--- config.mk ---
export PLATFORM = sky130hd
export DESIGN_NAME = sign_seq_divider
export DESIGN_NICKNAME = d
export VERILOG_FILES = /design/src/rtl/sign_seq_divider.sv
export SDC_FILE = /design/constraint.sdc
export NUM_CORES = 1
export LEC_CHECK = 0
export ABC_CLOCK_PERIOD_IN_PS = 3200
export CAP_MARGIN = 5
export CORE_ASPECT_RATIO = 1.2
export CORE_UTILIZATION = 60
export DETAILED_ROUTE_END_ITERATION = 8
export GPL_TIMING_DRIVEN = 0
export HOLD_SLACK_MARGIN = 0.08
export PLACE_DENSITY = 0.85
export SLEW_MARGIN = 20
export SYNTH_ARGS = -nofsm -noshare
export SYNTH_HDL_FRONTEND = slang
export SYNTH_SLANG_ARGS = --single-unit
--- constraint.sdc ---
create_clock -name Clk -period 3.2 [get_ports Clk]
set_input_delay 0.32 -clock Clk [delete_from_list [all_inputs] [get_ports Clk]]
set_output_delay 0.32 -clock Clk [all_outputs]
set_load 0.02 [all_outputs]
--- src/rtl/sign_seq_divider.sv ---
// Sequential signed divider: restoring division on operand magnitudes, one quotient bit per clock.
// Define SIGN_SEQ_DIVIDER_DIVZERO_EN to short-circuit a zero divisor and flag it on DivByZero.
module sign_seq_divider #(
  parameter int INPUT_BIT_WIDTH = 8
) (
  input  logic                       Clk,
  input  logic                       Rst_n,
  input  logic                       Start,
  input  logic [INPUT_BIT_WIDTH-1:0] InputA,
  input  logic [INPUT_BIT_WIDTH-1:0] InputB,
  output logic                       Busy,
  output logic                       Done,
  output logic [INPUT_BIT_WIDTH-1:0] Quotient,
  output logic [INPUT_BIT_WIDTH-1:0] Remainder,
  output logic                       DivByZero
);

  localparam int N  = INPUT_BIT_WIDTH;
  localparam int CW = $clog2(N) + 1;

  typedef enum logic [1:0] {
    IDLE = 2'd0,
    CALC = 2'd1,
    FIX  = 2'd2
  } state_t;

  state_t          state_r;
  logic [N-1:0]    b_mag_r;
  logic [N-1:0]    rem_r;
  logic [N-1:0]    quo_r;
  logic            sign_a_r;
  logic            sign_b_r;
  logic [CW-1:0]   cnt_r;
`ifdef SIGN_SEQ_DIVIDER_DIVZERO_EN
  logic            dz_r;
`endif

  logic [N:0]      shifted_s;
  logic            ge_s;
  logic [N-1:0]    diff_s;
  logic [N-1:0]    rem_next_s;
  logic [N-1:0]    quo_next_s;
  logic [N-1:0]    quo_fix_s;
  logic [N-1:0]    rem_fix_s;

  // |-2^(N-1)| wraps to the unsigned value 2^(N-1), which still fits N bits
  function automatic logic [N-1:0] mag(input logic [N-1:0] v);
    if (v[N-1]) begin
      return -v;
    end else begin
      return v;
    end
  endfunction

  // One restoring step plus the sign correction applied in FIX
  always_comb begin
    shifted_s  = {rem_r, quo_r[N-1]};
    ge_s       = (shifted_s >= {1'b0, b_mag_r});
    diff_s     = shifted_s[N-1:0] - b_mag_r;
    rem_next_s = shifted_s[N-1:0];
    if (ge_s) begin
      rem_next_s = diff_s;
    end else begin
      rem_next_s = shifted_s[N-1:0];
    end
    quo_next_s = {quo_r[N-2:0], ge_s};
    quo_fix_s  = quo_r;
    if ((sign_a_r ^ sign_b_r) && (quo_r != '0)) begin
      quo_fix_s = -quo_r;
    end else begin
      quo_fix_s = quo_r;
    end
    rem_fix_s = rem_r;
    if (sign_a_r) begin
      rem_fix_s = -rem_r;
    end else begin
      rem_fix_s = rem_r;
    end
  end

  // Control FSM with registered handshake and result outputs
  always_ff @(posedge Clk or negedge Rst_n) begin
    if (!Rst_n) begin
      state_r   <= IDLE;
      b_mag_r   <= '0;
      rem_r     <= '0;
      quo_r     <= '0;
      sign_a_r  <= 1'b0;
      sign_b_r  <= 1'b0;
      cnt_r     <= '0;
`ifdef SIGN_SEQ_DIVIDER_DIVZERO_EN
      dz_r      <= 1'b0;
`endif
      Busy      <= 1'b0;
      Done      <= 1'b0;
      Quotient  <= '0;
      Remainder <= '0;
      DivByZero <= 1'b0;
    end else begin
      Done <= 1'b0;
      case (state_r)
        IDLE: begin
          if (Start) begin
            b_mag_r  <= mag(InputB);
            sign_a_r <= InputA[N-1];
            sign_b_r <= InputB[N-1];
            cnt_r    <= '0;
            Busy     <= 1'b1;
`ifdef SIGN_SEQ_DIVIDER_DIVZERO_EN
            if (InputB == '0) begin
              // Remainder path reuses the sign fix-up to reproduce InputA
              rem_r   <= mag(InputA);
              quo_r   <= '0;
              dz_r    <= 1'b1;
              state_r <= FIX;
            end else begin
              rem_r   <= '0;
              quo_r   <= mag(InputA);
              dz_r    <= 1'b0;
              state_r <= CALC;
            end
`else
            rem_r   <= '0;
            quo_r   <= mag(InputA);
            state_r <= CALC;
`endif
          end else begin
            state_r <= IDLE;
          end
        end
        CALC: begin
          rem_r <= rem_next_s;
          quo_r <= quo_next_s;
          cnt_r <= cnt_r + CW'(1);
          if (cnt_r == CW'(N - 1)) begin
            state_r <= FIX;
          end else begin
            state_r <= CALC;
          end
        end
        FIX: begin
`ifdef SIGN_SEQ_DIVIDER_DIVZERO_EN
          if (dz_r) begin
            Quotient <= '0;
          end else begin
            Quotient <= quo_fix_s;
          end
          DivByZero <= dz_r;
`else
          Quotient  <= quo_fix_s;
          DivByZero <= 1'b0;
`endif
          Remainder <= rem_fix_s;
          Done      <= 1'b1;
          Busy      <= 1'b0;
          state_r   <= IDLE;
        end
        default: begin
          state_r <= IDLE;
          Busy    <= 1'b0;
        end
      endcase
    end
  end

endmodule

# After elaboration in Yosys (flattened, before gate mapping)
# Cells that the tools add are included.
dict set report totals {
  reg_bits 50
  latchBits 0
  mem_bits_rw 0
  rom_bits 0
  output_inout_bits 19
  word_cells 48
  n_memories 0
}
dict set report classes {
  addsub 6
  multipliers 0
  div_mod_pow 0
  order_cmp 1
  eq_ne 4
  shifts 0
  muxes 17
  bitwise 2
  reduce_logical 7
}
# cell n
set ops {}
lappend ops {{$mux 8} 7}
lappend ops {{$neg 8->8} 4}
lappend ops {{$pmux 8 s2} 2}
lappend ops {{$ge 9x8->1} 1}
lappend ops {{$pmux 4 s2} 1}
lappend ops {{$reduce_bool 8->1} 1}
lappend ops {{$sub 8x8->8} 1}
lappend ops {{$reduce_and 2->1} 3}
lappend ops {{$add 4x1->4 const B} 1}
lappend ops {{$eq 4x3->1 const B} 1}
lappend ops {{$mux 4} 1}
lappend ops {{$pmux 2 s2} 1}
lappend ops {{$mux 1} 3}
lappend ops {{$eq 2x1->1 const B} 1}
lappend ops {{$eq 2x2->1 const B} 1}
lappend ops {{$logic_not 2->1} 1}
lappend ops {{$mux 2} 1}
lappend ops {{$ne 2x2->1 const B} 1}
lappend ops {{$pmux 1 s2} 1}
lappend ops {{$reduce_bool 2->1} 1}
lappend ops {{$logic_and 1x1->1} 1}
lappend ops {{$not 1->1} 1}
lappend ops {{$xor 1x1->1} 1}

# Depth between registers and ports, before layout
# Gate-level depths: netlist of the first run.
dict set report depth {
  depth_word 4
  mapped_depth 9
}

# Worst setup path before layout of the first run
# No wires, ideal clock.
dict set report synth_path {
  path_type {reg2reg}
  from {reg quo_r[7]}
  to {reg rem_r[6]}
  arrival_time_ns 1.806
  slack_ns 1.269
  path_stages_with_launch 10
  n_path_buf 0
  period_less_slack_ns 1.931
  path_cell_list {dfrtp_1 > inv_1 > ha_1 > inv_1 > fa_1 > a211oi_1 > o21bai_1 > a21oi_1 > xor2_1 > o21ai_1}
}
dict set report synth_via {
  elab_chain_cells 3
  word_cells_on_any_way 4
}
# element line
set synth_lines {}
lappend synth_lines {{start: declaration} 30} ;# logic [N-1:0] quo_r;
lappend synth_lines {{start signal: assignment} 124} ;# quo_r <= mag(InputA);
lappend synth_lines {{start signal: assignment} 133} ;# quo_r <= quo_next_s;
lappend synth_lines {{$sub 8x8->8 or $ge 9x8->1 (tied branches)} {59, 58}}
lappend synth_lines {{$mux 8 *} 61} ;# if (ge_s) begin
lappend synth_lines {{$pmux 8 s2 *} 101} ;# case (state_r)
lappend synth_lines {{end signal: assignment} 132} ;# rem_r <= rem_next_s;
lappend synth_lines {{end: declaration} 29} ;# logic [N-1:0] rem_r;
# Mark *: on every way between the ends. The rest lies on a longest branch, timed or not.
# A chain may end at the register's enable or synchronous reset.

# Worst setup path in the final report of the first run
# Ends and elaborated chain as after synthesis.

==> results of run 1 <==
## critical path, delay by kind of cell, from the launching register on
kind	cells	cell delay, ps
flip-flops	1	420
adder cells (fa/ha/maj)	2	620
XOR/XNOR	1	180
AO/OA/AOI/OAI	4	700
buffers and inverters	2	200
## sequential cells by signal, indices dropped and copies added, names as in the netlist
register,count
b_mag_r,8
rem_r,8
quo_r,8
Remainder,8
cnt_r,4
state_r,2
Quotient,8
sign_a_r,1
Done,1
sign_b_r,1
Busy,1
## through the flow
stage	util [%]	setup WS, ps	hold slack [ps]	power, mW	instances
floorplan	-	1269	24.41	2.802	340
global placement	72.82	441.0	461.1	3.286	432
detailed placement	73.30	1022	372.8	3.382	433
CTS	75.78	989.0	370.1	3.820	442
global route	75.78	857.6	424.6	4.145	442
finish	75.78	981.0	380.0	3.813	442
## area by class of cell
class	instances	area, um^2
buffer	17	82.58
clock buffer	7	76.32
clock inverter	1	30.03
fill	387	1137
inverter	22	82.58
multi-input combinational	251	1590
sequential	50	1251
tap	58	72.57
timing repair buffer	36	372.9
## kinds of logic (layout without fill, tap and decap cells)
kind of cell / Yosys count / in the layout
and+or+nand+nor: 112 / 112
AOI/OAI and AO/OA: 90 / 90
DFF: 50 / 50
buffers and inverters: 39 / 83
xor gates and xnor gates: 27 / 27
adders and majority gates: 14 / 14
muxes: 7 / 7
other: 1 / 1
## power groups by stage
stage,clock (mW),combinational [mW],sequential (mW)
after floorplan,0,1.60,1.20
after global placement,0,2.14,1.15
after detailed placement,0,2.21,1.17
after CTS,0.441,2.22,1.16
after global routing,0.471,2.47,1.20
final,0.435,2.22,1.16
## path summary, 6_finish.rpt
kind / startpoint / to / depth (start not counted)
max: quo_r[7]$_DFFE_PN0P_ / rem_r[6]$_DFFE_PN0P_ / 9
min: InputA[7] / sign_a_r$_DFFE_PN0P_ / 3
max reg2reg: quo_r[7]$_DFFE_PN0P_ / rem_r[6]$_DFFE_PN0P_ / 9
min reg2reg: Remainder[3]$_DFFE_PN0P_ / Remainder[3]$_DFFE_PN0P_ / 2
max in group asynchronous: Rst_n / cnt_r[1]$_DFFE_PN0P_ / 3
min in group asynchronous: Rst_n / Remainder[6]$_DFFE_PN0P_ / 2
## layer usage
layer,vias up,track usage (%),routed length (um)
met5,-,0,0
met4,0,8.085,67
met3,7,4.857,278
met1,1226,33.58,2617
met2,70,46.97,3295
li1,1267,-,-
## cell usage in the layout, fill, tap and decap left out, types with 2 or more instances in the layout
master,netlist,final
nor2b_1,7,7
a22oi_1,4,4
dfrtp_1,50,50
clkbuf_1,9,11
a21oi_1,10,10
clkbuf_8,0,5
nand2b_1,6,6
a211oi_1,4,4
xnor2_1,9,9
nand2_1,55,55
or3_1,5,5
xor2_1,18,18
inv_1,22,22
a21o_1,2,2
o21ai_0,32,32
nand3_1,6,6
a2bb2oi_1,3,3
nor3_1,6,6
and3_1,2,2
a22o_1,2,2
o311ai_1,2,2
buf_2,5,6
o21ai_1,7,7
o21bai_1,2,2
o22ai_1,4,4
a31oi_1,2,2
a221oi_1,2,2
mux2i_1,7,7
nor2_1,19,19
clkdlybuf4s50_1,0,33
o31ai_1,7,7
ha_1,13,13
## timing repair
| action | 4_1_cts | 5_1_grt |
|---|---|---|
| hold buffers | 1 | 0 |
| setup endpoints to repair | 0 | 0 |
| hold endpoints to repair | 25 | 0 |
| buffers inserted | 0 | 0 |
==> summary.md, run 1 <==
| Metric | Value |
|---|---|
| Main combinational cell family by area after synthesis | compound AO/OA/AOI/OAI gates |
| Data arrival time of the worst path | ~2400 ps |
| 1st-iter DRT viols | between 150 and 200 |
| Adder-cell share of the synthesized area | ~6% |
| Post-synthesis cell count | 340 |
| Reg2reg setup slack | slightly below 1000 ps |
| Net Sw Power | roughly 1.7 mW |
| Power density cells | ~1100 mW/mm^2 |
| Max VDD drop | ~470 uV |
| Number of diodes | 0 |
| Pre-antenna DRT Iters | 5 |
| Worst-skew pair later-pin latency | 300 ps |
| Cell Chain, Critical Path | inv_1 > ha_1 > inv_1 > fa_1 > a211oi_1 > o21bai_1 > a21oi_1 > xor2_1 > o21ai_1 |
| Post-DP HPWL | ~5000 um |
| Synth Area in Compound Gates | 19.52% |
| Synth top area cells | dfrtp_1, nand2_1, ha_1 |
| Req. time, crit path | about 3400 ps |
| Total number of vias | about 2600 |
| Power share of the clock group | ~11% |
| Asr flop ratio synth | 100.0% |
| Measured slew at the worst slew-check pin | 632.0 ps |
| Largest net degree at the start of global routing | 27 |
| Number of flops mapped to enable cells by yosys | 0 |
| Inserted Clock Buffers | 5 |
| Setup-failing EPs final | 0 |
| Die H | ~80 um |
| Simple-gate portion of the synthesized area | around 17% |
| Die area | 0.005299 mm^2 |
| Pint | 2.156 mW |
| Slew headroom | between 50% and 60% |
| First-pass GRT wire length | 10900 um |
| Share of cells above drive strength 1 | 5.990% |
| Multiplexer share of the synthesized area | under 10% |
| Max Fclk | around 0.45 GHz |
| Clock transition at path regs | approximately 80 ps |
| CP Class | reg -> reg |
| Area Growth Syn to Fin | 18.35% |
| Maxcap violations | 0 |
| Post-route cell area | between 0.003 and 0.004 mm^2 |
| Total negative slack | 0 ps |
| Vias in the first global route | about 2400 |
| Logic gate share of total power | roughly three fifths |
| Routed vias/inst | 5.814 |
| Ys Warns | 0 |
| Crit end category | register |
| Dominant synthesized flop cell | dfrtp_1 |
| GRT Util Overall | a little over a quarter |
| Wire length per cell | about 14 um |
| Top cells by count, synth | nand2_1, dfrtp_1, o21ai_0 |
| Initial Util | roughly 64% |
| Final hold violation count | 0 |
| Buffers on Ports | 34 |
| Yosys reg bits | 50 |
| Seq pwr share | between 30% and 40% |
| Switching share of power | 43.47% |
| Post-CTS sizing | 0 |
| Count leader, synth | nand2_1 |
| Leading area contributor after synthesis | dfrtp_1 |
| CTS tree | done |
| Top cell by count, worst path | inv_1 |
| Drc violations | 0 |
| XOR/XNOR share of the synthesized area | roughly 7.9% |
| Remaining global-route overflow | 0 |
| IO Pins | 38 |
| Syn_nets | 373 |
| Fin crit share | 69.34% |
| Slew Limit Fails | 0 |
| Bufs on Longest Clock Path | 2 |
| Seq/Total Area, Yosys | about two fifths |
| Dpl cell area | about 0.0034 mm^2 |
| FP Rows | 27 |
| Status | finished, final reports clean |
| Slowest cell delay on critical path | about 420 ps |
| Post-Syn Area per Cell | around 8.8 um^2 |
| Leakage Power | approximately 1.6 nW |
| RSZ-0062 raised after global routing | no |
| Critical Path Start Type | register |
| Slowest CP cell | dfrtp_1 |
| CORE AREA | around 0.0047 mm^2 |
| Period minus WS final | between 2000 and 2500 ps |
| CP Max Fanout | 3 |
| Cell Area, Synth | approximately 0.003 mm^2 |
| Clk sinks | 50 |
| Clk root buf | clkbuf_8 |
| Placer Congestion | 0.8784 |
| Number of distinct library cells after synthesis | 48 |
| Post-layout net count | around 420 |
| Final wirelength | about 6300 um |
| Worst hold path type | in -> reg |
| Max H-tree Level | 2 |
| Yosys top cell area share | a little over two fifths |
| Initial antenna violation count | 0 |
| ANT nets after route | 0 |
| Die W | approximately 67 um |
| Clk_skew | 4.365 ps |
No activity file was read; power rests on OpenSTA's default activity.
==> run 2: changes to the inputs <==
Settings changed: ABC_CLOCK_PERIOD_IN_PS 3200 to 2300, CORE_UTILIZATION 60 to 56, PLACE_DENSITY 0.85 to 0.81.
Clock period 3.2 ns to 2.3 ns, I/O delays scaled along.
==> summary.md, run 2 (same netlist as run 1, synthesis figures left out) <==
| Metric | Value |
|---|---|
| Logic gate share of total power | 57.8% |
| Wire length per cell | about 14 um |
| Drc violations | 0 |
| Commonest non-fill, non-tap cell in the layout | nand2_1 |
| Power, Total | 5.333 mW |
| Max Fclk | roughly 0.46 GHz |
| Clk sinks | 50 |
| Number of diodes | 0 |
| Max H-tree Level | 2 |
| Pint | about 3.0 mW |
| Final hold violation count | 0 |
| Status | finished, final reports clean |
| FP Rows | 28 |
| Worst-skew pair later-pin latency | between 300 and 400 ps |
| Pre-antenna DRT Iters | 4 |
| Final wirelength | around 6300 um |
| Remaining global-route overflow | 0 |
| CP Max Fanout | 3 |
| Req. time, crit path | 2500 ps |
| Switching share of power | approximately 43% |
| First-pass GRT wire length | 10080 um |
| ANT nets after route | 0 |
| Area Growth Syn to Fin | 18.39% |
| Die W | around 70 um |
| Slew Limit Fails | 0 |
| Buffers on Ports | 34 |
| Max VDD drop | 652.2 uV |
| Leakage Power | around 1.6 nW |
| Placer Congestion | between 0.8 and 0.9 |
| 1st-iter DRT viols | 111 |
| Total negative slack | 0 ps |
| GRT Util Overall | 24.17% |
| IO Pins | 38 |
| RSZ-0062 raised after global routing | no |
| Die area | 0.005667 mm^2 |
| Fin crit share | 94.05% |
| Slew headroom | 59.00% |
| Clk root buf | clkbuf_8 |
| Period minus WS final | roughly 2200 ps |
| Setup-failing EPs final | 0 |
| Clk_skew | about 8.5 ps |
| Share of cells above drive strength 1 | 6.266% |
| CP Class | reg -> reg |
| CTS Hold Bufs | 1 |
| Measured slew at the worst slew-check pin | a little over 600 ps |
| Worst Reg2Reg Path Length in Cells | 9 |
| Bufs on Longest Clock Path | 2 |
| Post-layout util | 70.56% |
| Critical Path Start Type | register |
| Most frequent cells in the layout | nand2_1, dfrtp_1, clkdlybuf4s50_1 |
| Maxcap violations | 0 |
| Worst hold path type | in -> reg |
| Initial antenna violation count | 0 |
| Post-DP HPWL | about 4900 um |
| CORE AREA | between 0.005 and 0.006 mm^2 |
| Data arrival time of the worst path | 2370 ps |
| Power share of the clock group | between 10% and 20% |
| Post-CTS sizing | 0 |
| Hold Path Depth | 3 |
| Clock transition at path regs | roughly 90 ps |
| Postcts setup bufs | 0 |
| Post-layout net count | 416 |
| Largest net degree at the start of global routing | 33 |
| Net Sw Power | 2.317 mW |
| Die H | between 80 and 90 um |
| Power density cells | ~1500 mW/mm^2 |
| Routed vias/inst | roughly 5.5 |
| Inserted Clock Buffers | 5 |
| Crit end category | register |
| Vias in the first global route | ~2300 |
| Initial Util | about three fifths |
| Setup ws final | roughly 140 ps |
| Seq pwr share | 30.1% |
| CTS tree | done |
| Worst hold slack | 257.9 ps |
| Pre-CTS WS | 172.3 ps |
| Total number of vias | about 2500 |
[run 2: path summary, 6_finish.rpt]
kind	slack [ps]	start	endpoint
max	140	quo_r[7]$_DFFE_PN0P_	rem_r[6]$_DFFE_PN0P_
min	260	InputA[7]	sign_a_r$_DFFE_PN0P_
max reg2reg	140	quo_r[7]$_DFFE_PN0P_	rem_r[6]$_DFFE_PN0P_
min reg2reg	480	b_mag_r[4]$_DFFE_PN0P_	b_mag_r[4]$_DFFE_PN0P_
max in group asynchronous	1400	Rst_n	state_r[1]$_DFF_PN0_
min in group asynchronous	380	Rst_n	Remainder[1]$_DFFE_PN0P_
[run 2: layout make-up]
type / instances / area, um^2
fill: 441 / 1485
inverter: 22 / 82.58
timing repair buffer: 36 / 365.4
clock inverter: 1 / 30.03
tap: 60 / 75.07
sequential: 50 / 1251
clock buffer: 6 / 82.58
multi-input combinational: 251 / 1590
buffer: 17 / 82.58
[run 2: power groups by stage]
stage	registers, mW	logic (mW)	clock network (mW)
2_1_floorplan	1.67	2.23	0
3_3_place_gp	1.60	3.00	0
3_5_place_dp	1.62	3.07	0
4_1_cts	1.60	3.09	0.651
5_1_grt	1.66	3.47	0.679
6_report	1.61	3.08	0.644
[run 2: layer usage]
layer | part of all wire (%) | vias up | track usage (%)
met4 | 1.4 | 0 | 8.776
met1 | 44 | 1136 | 29.72
met2 | 50 | 55 | 41.65
li1 | - | 1256 | -
met3 | 3.8 | 10 | 4.258
met5 | 0 | - | 0
[run 2: per-stage QoR]
step / instance area, um^2 / instances
finish: 3560 / 443
global route: 3560 / 443
CTS: 3560 / 443
detailed placement: 3437 / 435
global placement: 3422 / 434
floorplan: 3007 / 340
[run 2: worst max-delay path, stage by stage (launching register included)]
cell	delay [ps]
dfrtp_1	420
inv_1	140
ha_1	200
inv_1	60
fa_1	400
a211oi_1	280
o21bai_1	120
a21oi_1	180
xor2_1	170
o21ai_1	80
==> run 3: changes to the inputs <==
Settings changed: HOLD_SLACK_MARGIN 0.08 to 0.05.
==> results of run 3 <==
The final DEF is identical to that of run 2; final timing and power are the same.
